<file path="config.mk">
export PLATFORM = sky130hd
export DESIGN_NAME = alu_sched
export DESIGN_NICKNAME = d
export VERILOG_FILES = /design/src/rtl/alu_sched_pkg.sv /design/src/rtl/alu_sched_alu.sv /design/src/rtl/alu_sched.sv
export SDC_FILE = /design/constraint.sdc
export NUM_CORES = 1
export LEC_CHECK = 0
export ABC_AREA = 1
export CAP_MARGIN = 20
export CORE_MARGIN = 2
export CORE_UTILIZATION = 38
export CTS_CLUSTER_DIAMETER = 80
export DETAILED_ROUTE_END_ITERATION = 16
export HOLD_SLACK_MARGIN = 0.08
export PLACE_DENSITY_LB_ADDON = 0.05
export SLEW_MARGIN = 20
export SYNTH_ARGS = -nofsm -noshare
export SYNTH_HDL_FRONTEND = slang
export SYNTH_HIERARCHICAL = 1
export SYNTH_SLANG_ARGS = --single-unit
</file>
<file path="constraint.sdc">
create_clock -name clk -period 4.1 [get_ports clk]
set_clock_uncertainty 0.05 [all_clocks]
set_input_delay 0.82 -clock clk [delete_from_list [all_inputs] [get_ports clk]]
set_output_delay 0.82 -clock clk [all_outputs]
set_load 0.05 [all_outputs]
</file>
<file path="src/rtl/alu_sched_pkg.sv">
// Shared ISA definitions for alu_sched: ALU control codes and the default datapath width.
// Both the ALU and the scheduler import these, so no code value is defined twice.
package alu_sched_pkg;

   localparam int XLEN_DEFAULT = 32;

   localparam logic [3:0] ALU_ADD  = 4'b0000;
   localparam logic [3:0] ALU_SUB  = 4'b1000;
   localparam logic [3:0] ALU_SLL  = 4'b0001;
   localparam logic [3:0] ALU_SLT  = 4'b0010;
   localparam logic [3:0] ALU_SLTU = 4'b0011;
   localparam logic [3:0] ALU_XOR  = 4'b0100;
   localparam logic [3:0] ALU_SRL  = 4'b0101;
   localparam logic [3:0] ALU_SRA  = 4'b1101;
   localparam logic [3:0] ALU_OR   = 4'b0110;
   localparam logic [3:0] ALU_AND  = 4'b0111;

   typedef enum logic {
      REQ_0 = 1'b0,
      REQ_1 = 1'b1
   } req_id_e;

endpackage

</file>
<file path="src/rtl/alu_sched_alu.sv">
// Purely combinational integer ALU shared by the alu_sched requesters.
// Shift amounts use the low log2(XLEN) bits of operand b.
module alu
   import alu_sched_pkg::*;
#(
   parameter int XLEN = XLEN_DEFAULT
) (
   input  logic [3:0]      op_i,
   input  logic [XLEN-1:0] a_i,
   input  logic [XLEN-1:0] b_i,
   output logic [XLEN-1:0] result_o,
   output logic            zero_o
);

   localparam int SHW = $clog2(XLEN);

   logic [SHW-1:0] shamt;
   assign shamt = b_i[SHW-1:0];

   // NOTE: assign a default before the case so every path drives result_o and no latch is inferred.
   always_comb begin
      result_o = '0;
      case (op_i)
         ALU_ADD:  result_o = a_i + b_i;
         ALU_SUB:  result_o = a_i - b_i;
         ALU_SLL:  result_o = a_i << shamt;
         ALU_SLT:  result_o = {{(XLEN-1){1'b0}}, $signed(a_i) < $signed(b_i)};
         ALU_SLTU: result_o = {{(XLEN-1){1'b0}}, a_i < b_i};
         ALU_XOR:  result_o = a_i ^ b_i;
         ALU_SRL:  result_o = a_i >> shamt;
         ALU_SRA:  result_o = $signed(a_i) >>> shamt;
         ALU_OR:   result_o = a_i | b_i;
         ALU_AND:  result_o = a_i & b_i;
         default:  result_o = '0;
      endcase
   end

   assign zero_o = (result_o == '0);

endmodule

</file>
<file path="src/rtl/alu_sched.sv">
// Two-requester scheduler sharing one ALU, with a single registered response slot (latency 1).
// Define ALU_SCHED_RR_EN for round-robin arbitration; otherwise requester 0 has fixed priority.
module alu_sched
   import alu_sched_pkg::*;
#(
   parameter int XLEN = XLEN_DEFAULT
) (
   input  logic            clk,
   input  logic            rst,
   input  logic [1:0]      req_valid,
   output logic [1:0]      req_ready,
   input  logic [3:0]      req0_op,
   input  logic [XLEN-1:0] req0_a,
   input  logic [XLEN-1:0] req0_b,
   input  logic [3:0]      req1_op,
   input  logic [XLEN-1:0] req1_a,
   input  logic [XLEN-1:0] req1_b,
   output logic            rsp_valid,
   input  logic            rsp_ready,
   output logic            rsp_id,
   output logic [XLEN-1:0] rsp_result,
   output logic            rsp_zero
);

   req_id_e         gnt_id;
   logic            accept;
   logic            xfer;
   logic [3:0]      alu_op;
   logic [XLEN-1:0] alu_a, alu_b, alu_result;
   logic            alu_zero;

   logic            rsp_valid_q, rsp_valid_d;
   logic            rsp_id_q, rsp_id_d;
   logic [XLEN-1:0] rsp_result_q, rsp_result_d;
   logic            rsp_zero_q, rsp_zero_d;

`ifdef ALU_SCHED_RR_EN
   logic last_q, last_d;

   always_comb begin
      gnt_id = REQ_0;
      if (&req_valid) gnt_id = req_id_e'(~last_q);
      else if (req_valid[1]) gnt_id = REQ_1;
   end

   assign last_d = xfer ? gnt_id : last_q;

   // Reset to "requester 1 last" so the first contested grant goes to requester 0.
   always_ff @(posedge clk or posedge rst) begin
      if (rst) last_q <= 1'b1;
      else     last_q <= last_d;
   end
`else
   assign gnt_id = (req_valid == 2'b10) ? REQ_1 : REQ_0;
`endif

   assign accept    = ~rsp_valid_q | rsp_ready;
   assign req_ready = (accept && |req_valid && !rst) ?
                      ((gnt_id == REQ_1) ? 2'b10 : 2'b01) : 2'b00;
   assign xfer      = |(req_valid & req_ready);

   assign alu_op = (gnt_id == REQ_1) ? req1_op : req0_op;
   assign alu_a  = (gnt_id == REQ_1) ? req1_a  : req0_a;
   assign alu_b  = (gnt_id == REQ_1) ? req1_b  : req0_b;

   alu #(.XLEN(XLEN)) u_alu (
      .op_i     (alu_op),
      .a_i      (alu_a),
      .b_i      (alu_b),
      .result_o (alu_result),
      .zero_o   (alu_zero)
   );

   always_comb begin
      rsp_valid_d  = rsp_valid_q;
      rsp_id_d     = rsp_id_q;
      rsp_result_d = rsp_result_q;
      rsp_zero_d   = rsp_zero_q;
      if (xfer) begin
         rsp_valid_d  = 1'b1;
         rsp_id_d     = gnt_id;
         rsp_result_d = alu_result;
         rsp_zero_d   = alu_zero;
      end else if (rsp_ready) begin
         rsp_valid_d  = 1'b0;
      end
   end

   // NOTE: state registers use non-blocking assignments so every flop samples pre-edge values.
   // NOTE: all response fields are reset, not just valid, because reset values are visible on ports.
   always_ff @(posedge clk or posedge rst) begin
      if (rst) begin
         rsp_valid_q  <= 1'b0;
         rsp_id_q     <= 1'b0;
         rsp_result_q <= '0;
         rsp_zero_q   <= 1'b0;
      end else begin
         rsp_valid_q  <= rsp_valid_d;
         rsp_id_q     <= rsp_id_d;
         rsp_result_q <= rsp_result_d;
         rsp_zero_q   <= rsp_zero_d;
      end
   end

   assign rsp_valid  = rsp_valid_q;
   assign rsp_id     = rsp_id_q;
   assign rsp_result = rsp_result_q;
   assign rsp_zero   = rsp_zero_q;

endmodule

</file>
======== After elaboration in Yosys (flattened, before gate mapping) ========
Index checks and enable logic that the tools add are counted.
word-level totals
  flip-flop bits (word level) ............. 35
  bits of input ports ..................... 141
  output and inout bits ................... 37
operators by class
  add/sub/neg operators ................... 2
  $lt $le $gt $ge ......................... 2
  equality and inequality tests ........... 10
  shift operators ......................... 3
  multiplexer cells ....................... 9
  bitwise gates (word level) .............. 6
  reduce and logical (&&, ||, !) cells .... 8
operator list
  operator            count
  $pmux 32 s10        1
  $lt 32x32->1        2
  $mux 32             2
  $add 32x32->32      1
  $and 32x32->32      1
  $logic_not 32->1    1
  $or 32x32->32       1
  $shl 32x5->32       1
  $shr 32x5->32       1
  $sshr 32x5->32      1
  $sub 32x32->32      1
  $xor 32x32->32      1
  $eq 4x3->1 const B  4
  $eq 4x2->1 const B  2
  $eq 4x4->1 const B  2
  $eq 4x1->1 const B  1
  $logic_not 4->1     1
  $mux 2              2
  $mux 4              1
  $reduce_or 2->1     2
  $mux 1              3
  $and 2x2->2         1
  $eq 2x2->1 const B  1
  $logic_and 1x1->1   2
  other kinds (4)     4

======== Longest topological paths before layout ========
Gate-level depths: netlist of the first run.
  word-level depth ........................ 8
  depth in mapped cells ................... 33
  mapped depth without buffers ............ 28

======== By module ========
The synthesis of the first run kept the hierarchy.
modules (own cells, without submodules)
  module     instances  cells an instance  area an instance (um^2)  sequential area each (um^2)
  alu        1          2175               10381.2                  0.0
  alu_sched  1          379                2285.9                   875.8

======== Worst setup path before layout of the first run ========
No wires, ideal clock.
  path type ............................... input to register
  start point ............................. input req_valid[1]
  end point ............................... register rsp_zero_q (netlist: rsp_zero)
  arrival ................................. 3890 ps
  setup slack ............................. 88 ps
  cell stages on the path ................. 28
  cell sequence ........................... inv_2 nor2_4 clkbuf_1 nand2_1 nand2_1 buf_2 clkinv_1 clkbuf_1 ha_1 nor2_1 nand2_1 inv_1 nand2_1 nand2_1 nand2_1 nand2_1 nand3_1 nand2_1 nor2_1 nor2_1 nand2_1 nor2_1 nand2_1 nor2_1 nand2_1 nor2_1 nand4_1 nand2_1
between the ends
  cells in the longest elaborated chain, start to end .. 6
ends and longest elaborated chain
  element                               RTL line             source
  start, declared                       alu_sched.sv:10      input logic [1:0] req_valid,
  $eq 2x2->1 *                          alu_sched.sv:54      assign gnt_id = (req_valid == 2'b10) ? REQ_1 : REQ_0;
  $mux 1 *                              alu_sched.sv:54
  $mux 32 *                             alu_sched.sv:64      assign alu_b = (gnt_id == REQ_1) ? req1_b : req0_b;
  via alu_b[4]                          alu_sched.sv:29      logic [XLEN-1:0] alu_a, alu_b, alu_result;
  $lt 32x32->1 (tied with other cells)  alu_sched_alu.sv:28  ALU_SLTU: result_o = {{(XLEN-1){1'b0}}, a_i < b_i};
  $pmux 32 s10 *                        alu_sched_alu.sv:23  case (op_i)
  via alu_result[0]                     alu_sched.sv:29
  $logic_not 32->1 *                    alu_sched_alu.sv:38  assign zero_o = (result_o == '0);
  via alu_zero                          alu_sched.sv:30      logic alu_zero;
  end signal, assigned                  alu_sched.sv:101     rsp_zero_q <= rsp_zero_d;
  end, declared                         alu_sched.sv:35      logic rsp_zero_q, rsp_zero_d;
Mark *: on every way through the listed nets, which the timed path passes. The rest lies on a longest branch.
A chain may end at the register's enable or synchronous reset.

======== Final worst setup path of the first run ========
  start point ............................. input req_valid[1]
  end point ............................... register rsp_zero_q (netlist: rsp_zero)
between the ends
  cells in the longest elaborated chain, start to end .. 6
ends and longest elaborated chain
  element                                 RTL line             source
  $eq 2x2->1 *                            alu_sched.sv:54
  $mux 1 *                                alu_sched.sv:54
  $mux 32 *                               alu_sched.sv:63      assign alu_a = (gnt_id == REQ_1) ? req1_a : req0_a;
  via alu_a[24]                           alu_sched.sv:29
  $sub 32x32->32 (tied with other cells)  alu_sched_alu.sv:25  ALU_SUB: result_o = a_i - b_i;
  $pmux 32 s10 *                          alu_sched_alu.sv:23
  via alu_result[27]                      alu_sched.sv:29
  $logic_not 32->1 *                      alu_sched_alu.sv:38
  via alu_zero                            alu_sched.sv:30
Marked as above.

==> impl_metrics.py, run 1 <==
metrics = {
    "status": {
        "outcome": "complete, but fails checks",
        "violations": "negative setup slack",
    },
    "setup_path": {
        "cp_max_fo": 10,
        "worst-path-buf-inv": 6,
        "cp.arrival_ps": 4330,
        "crit_required_ps": 4280,
        "cp.depth": 26,
        "crit_family": "simple AND/OR/NAND/NOR gates",
        "criticalPathCategory": "in -> reg",
        "crit_path_end": "rsp_zero",
        "cp-startpoint": "req_valid[1]",
        "cp-end-kind": "flip-flop",
        "reg2reg_depth": 5,
        "critPathSlowestCell": "ha_2",
        "crit_path_frequent_cell": "nand2_1",
        "r2r-end": "rsp_result[10]",
        "cp_slowest_stage_delay_ps": 440,
        "rrSetupSlack_ps": 2420,
        "start_kind": "primary input",
        "r2r-start": "rsp_valid",
    },
    "route": {
        "routedWlPerCell_um": 21.04,
        "final_antenna_net_count": 0,
        "wirelength_mm": 76.17,
        "first_pass_iters": 6,
        "drt_iter0_drc": 2510,
        "vias_per_cell": 5.512,
        "vias": 19959,
        "drcViolationCount": 0,
    },
    "clocking": {
        "cts_hold_buf": 0,
        "cts_made_buffers": 5,
        "htree_levels": 2,
        "cts.clk_slew.worst_paths_ps": 60,
        "root_buffer": "clkbuf_16",
        "cts_tree": "yes",
        "insertion_delay_ps": 290,
        "cts_buffer_depth": 2,
        "cts_sinks": 35,
    },
    "synth": {
        "avgSynthCellArea_um2": 4.960,
        "ys_seq_elements": 35,
        "yosysSeqAreaShare_pct": 6.914,
        "yosys_warnings": 6,
        "postSynthCellCount": 2554,
        "syn_area_mm2": 0.01267,
        "yosysUniqueCellTypes": 46,
        "syn-num-nets": 2794,
    },
    "die": {
        "coreArea_mm2": 0.03270,
        "start_util_pct": 38.74,
        "ios": 178,
        "die_w_um": 186.6,
        "dieArea_mm2": 0.03481,
        "fp-row-count": 66,
        "die_h_um": 186.6,
    },
    "grt": {
        "antenna_found_initial": 2,
        "gr-usage-all-layers_pct": 41.43,
        "grt_pass1_wl_mm": 111.3,
        "grt-ovfl-total": 0,
        "grt_max_degree": 69,
        "grt_pass1_vias": 19304,
    },
    "final_layout": {
        "fillers": 3259,
        "diodes": 0,
        "final_cell_mix": "979 x nand2_1, 515 x buf_4, 368 x nand3_1",
        "final_common_cell": "nand2_1",
        "finalNetCount": 3418,
        "drive_above_1_share_pct": 26.27,
        "fin_util_pct": 62.06,
        "syn_to_final_growth_pct": 60.21,
    },
    "power": {
        "ir_drop_v": 0.0002220,
        "power_density_mw_per_mm2": 254.6,
        "leakage_uw": 0.01122,
        "fin_total_pwr_uw": 5167,
    },
    "timing": {
        "hold_viol_final": 0,
        "fin_crit_sh_pct": 101.2,
        "slew_headroom_pct": 47.64,
        "fmax_ghz": 0.2410,
        "setup_viol": 1,
        "worst_slew_pin_slew_ps": 782.5,
        "fin_setup_tns_ps": -49.11,
        "rsz0062_at_grt": "true",
        "layout_min_cycle_time_ps": 4149,
        "drv_slew": 0,
        "setup_slack_ps": -49.11,
    },
    "placement": {
        "detailed_place_hpwl_mm": 60.92,
        "post-place-ws_ps": -977.2,
        "port_buffers": 177,
        "gp_congestion": 1.050,
    },
    "job": {
        "maxCapViolations": 0,
    },
    "min_path": {
        "worst_hold_path_type": "reg -> reg",
    },
}
worst reg2reg max path: stages, from the launching register on:
cell and delay (ps):
dfrtp_1 380, nand2_1 490, nand3_2 160, buf_4 290, nand2_1 120, nand2_1 70
synthesized netlist by cell type, drive strengths merged:
cell type	n	area share [%]
nor2	200	6.2
nand3	408	16
or2	5	0.25
o21a	2	0.12
clkbuf	29	0.87
o221ai	1	0.069
o31ai	1	0.059
fa	2	0.32
o211ai	15	0.93
nand3b	6	0.36
nor4	3	0.15
and3	1	0.049
nor3	20	0.83
nand2	1074	32
o21bai	9	0.53
a21boi	1	0.059
clkinv	1	0.030
nand4	59	2.9
o21ai	42	1.7
o22ai	25	1.2
and2	18	0.89
dfrtp	35	6.9
a221oi	1	0.069
inv	325	9.7
a31oi	3	0.15
a21oi	78	3.1
ha	97	9.6
a211oi	4	0.24
buf	88	3.9
mux2i	1	0.079
metrics by stage:
stage | cell area (µm²) | hold slack (ps) | instances
floorplan | 12670 | 701.2 | 2554
global placement | 18390 | 405.6 | 3566
detailed placement | 18390 | 407.6 | 3566
CTS | 20090 | 422.2 | 3613
global route | 20290 | 432.8 | 3621
finish | 20290 | 414.8 | 3621
cells by family (layout without fill, tap and decap cells):
family | after synthesis | in the layout | synth area share [%]
multiplexers | 1 | 1 | 0.07902
flip-flops | 35 | 35 | 6.914
AO/OA/AOI/OAI | 182 | 182 | 8.198
adder cells (fa/ha/maj) | 99 | 99 | 9.897
AND/OR/NAND/NOR | 1794 | 1794 | 60.43
buffers and inverters | 443 | 1068 | 14.48
metal layers:
metal | vias up | GRT usage, % | wire length (µm) | share of wire [%]
li1 | 9337 | - | - | -
met1 | 9156 | 52.85 | 30640 | 40
met2 | 1209 | 67.58 | 33520 | 44
met3 | 257 | 9.441 | 8054 | 11
met4 | 0 | 16.51 | 3959 | 5.2
met5 | - | 0 | 0 | 0
registers in the layout, indices dropped and copies added, names as in the netlist:
signal,cells
rsp_id,1
rsp_valid,1
rsp_result,32
rsp_zero,1
worst min path at each step:
stage / from / to / cells past startpoint
6_report: rsp_result[20] / rsp_result[20] / 2
3_5_place_dp: rsp_result[20] / rsp_result[20] / 2
3_3_place_gp: rsp_result[20] / rsp_result[20] / 2
5_1_grt: rsp_result[21] / rsp_result[21] / 2
4_1_cts: rsp_result[20] / rsp_result[20] / 2
2_1_floorplan: rsp_result[0] / rsp_result[0] / 2
layout make-up:
type                    instances  area, µm²  share of cell area, %
well taps                     442      553.0                  2.725
clock inverters                 2      12.51                0.06165
flip-flops and latches         35      875.8                  4.316
repair buffers                733       6486                  31.96
clock buffers                   6      128.9                 0.6350
multi-input cells            2076      10980                  54.12
repair inverters                1      8.758                0.04316
inverters                     326       1246                  6.141
what timing repair did:
action                                  4_1_cts  5_1_grt
endpoints found under the setup margin       28        1
resized for setup                           290       22
pin swaps                                    65       13
cloned                                        8        4
buffers inserted                             31        4
power by group:
| group | leakage [µW] | internal, µW | switching [µW] | total [µW] |
|---|---|---|---|---|
| sequential | 0.000460 | 420 | 47.0 | 467 |
| clock | 0.0000669 | 225 | 166 | 391 |
| combinational | 0.0107 | 1750 | 2550 | 4310 |
No activity file was read; power rests on OpenSTA's default activity.
==> inputs of run 2 (changes only) <==
CTS_CLUSTER_SIZE = 10   (was unset)
HOLD_SLACK_MARGIN = 0.12   (was 0.08)
==> results of run 2 <==
Same layout as run 1: the final DEF is identical, and so are final timing and power.
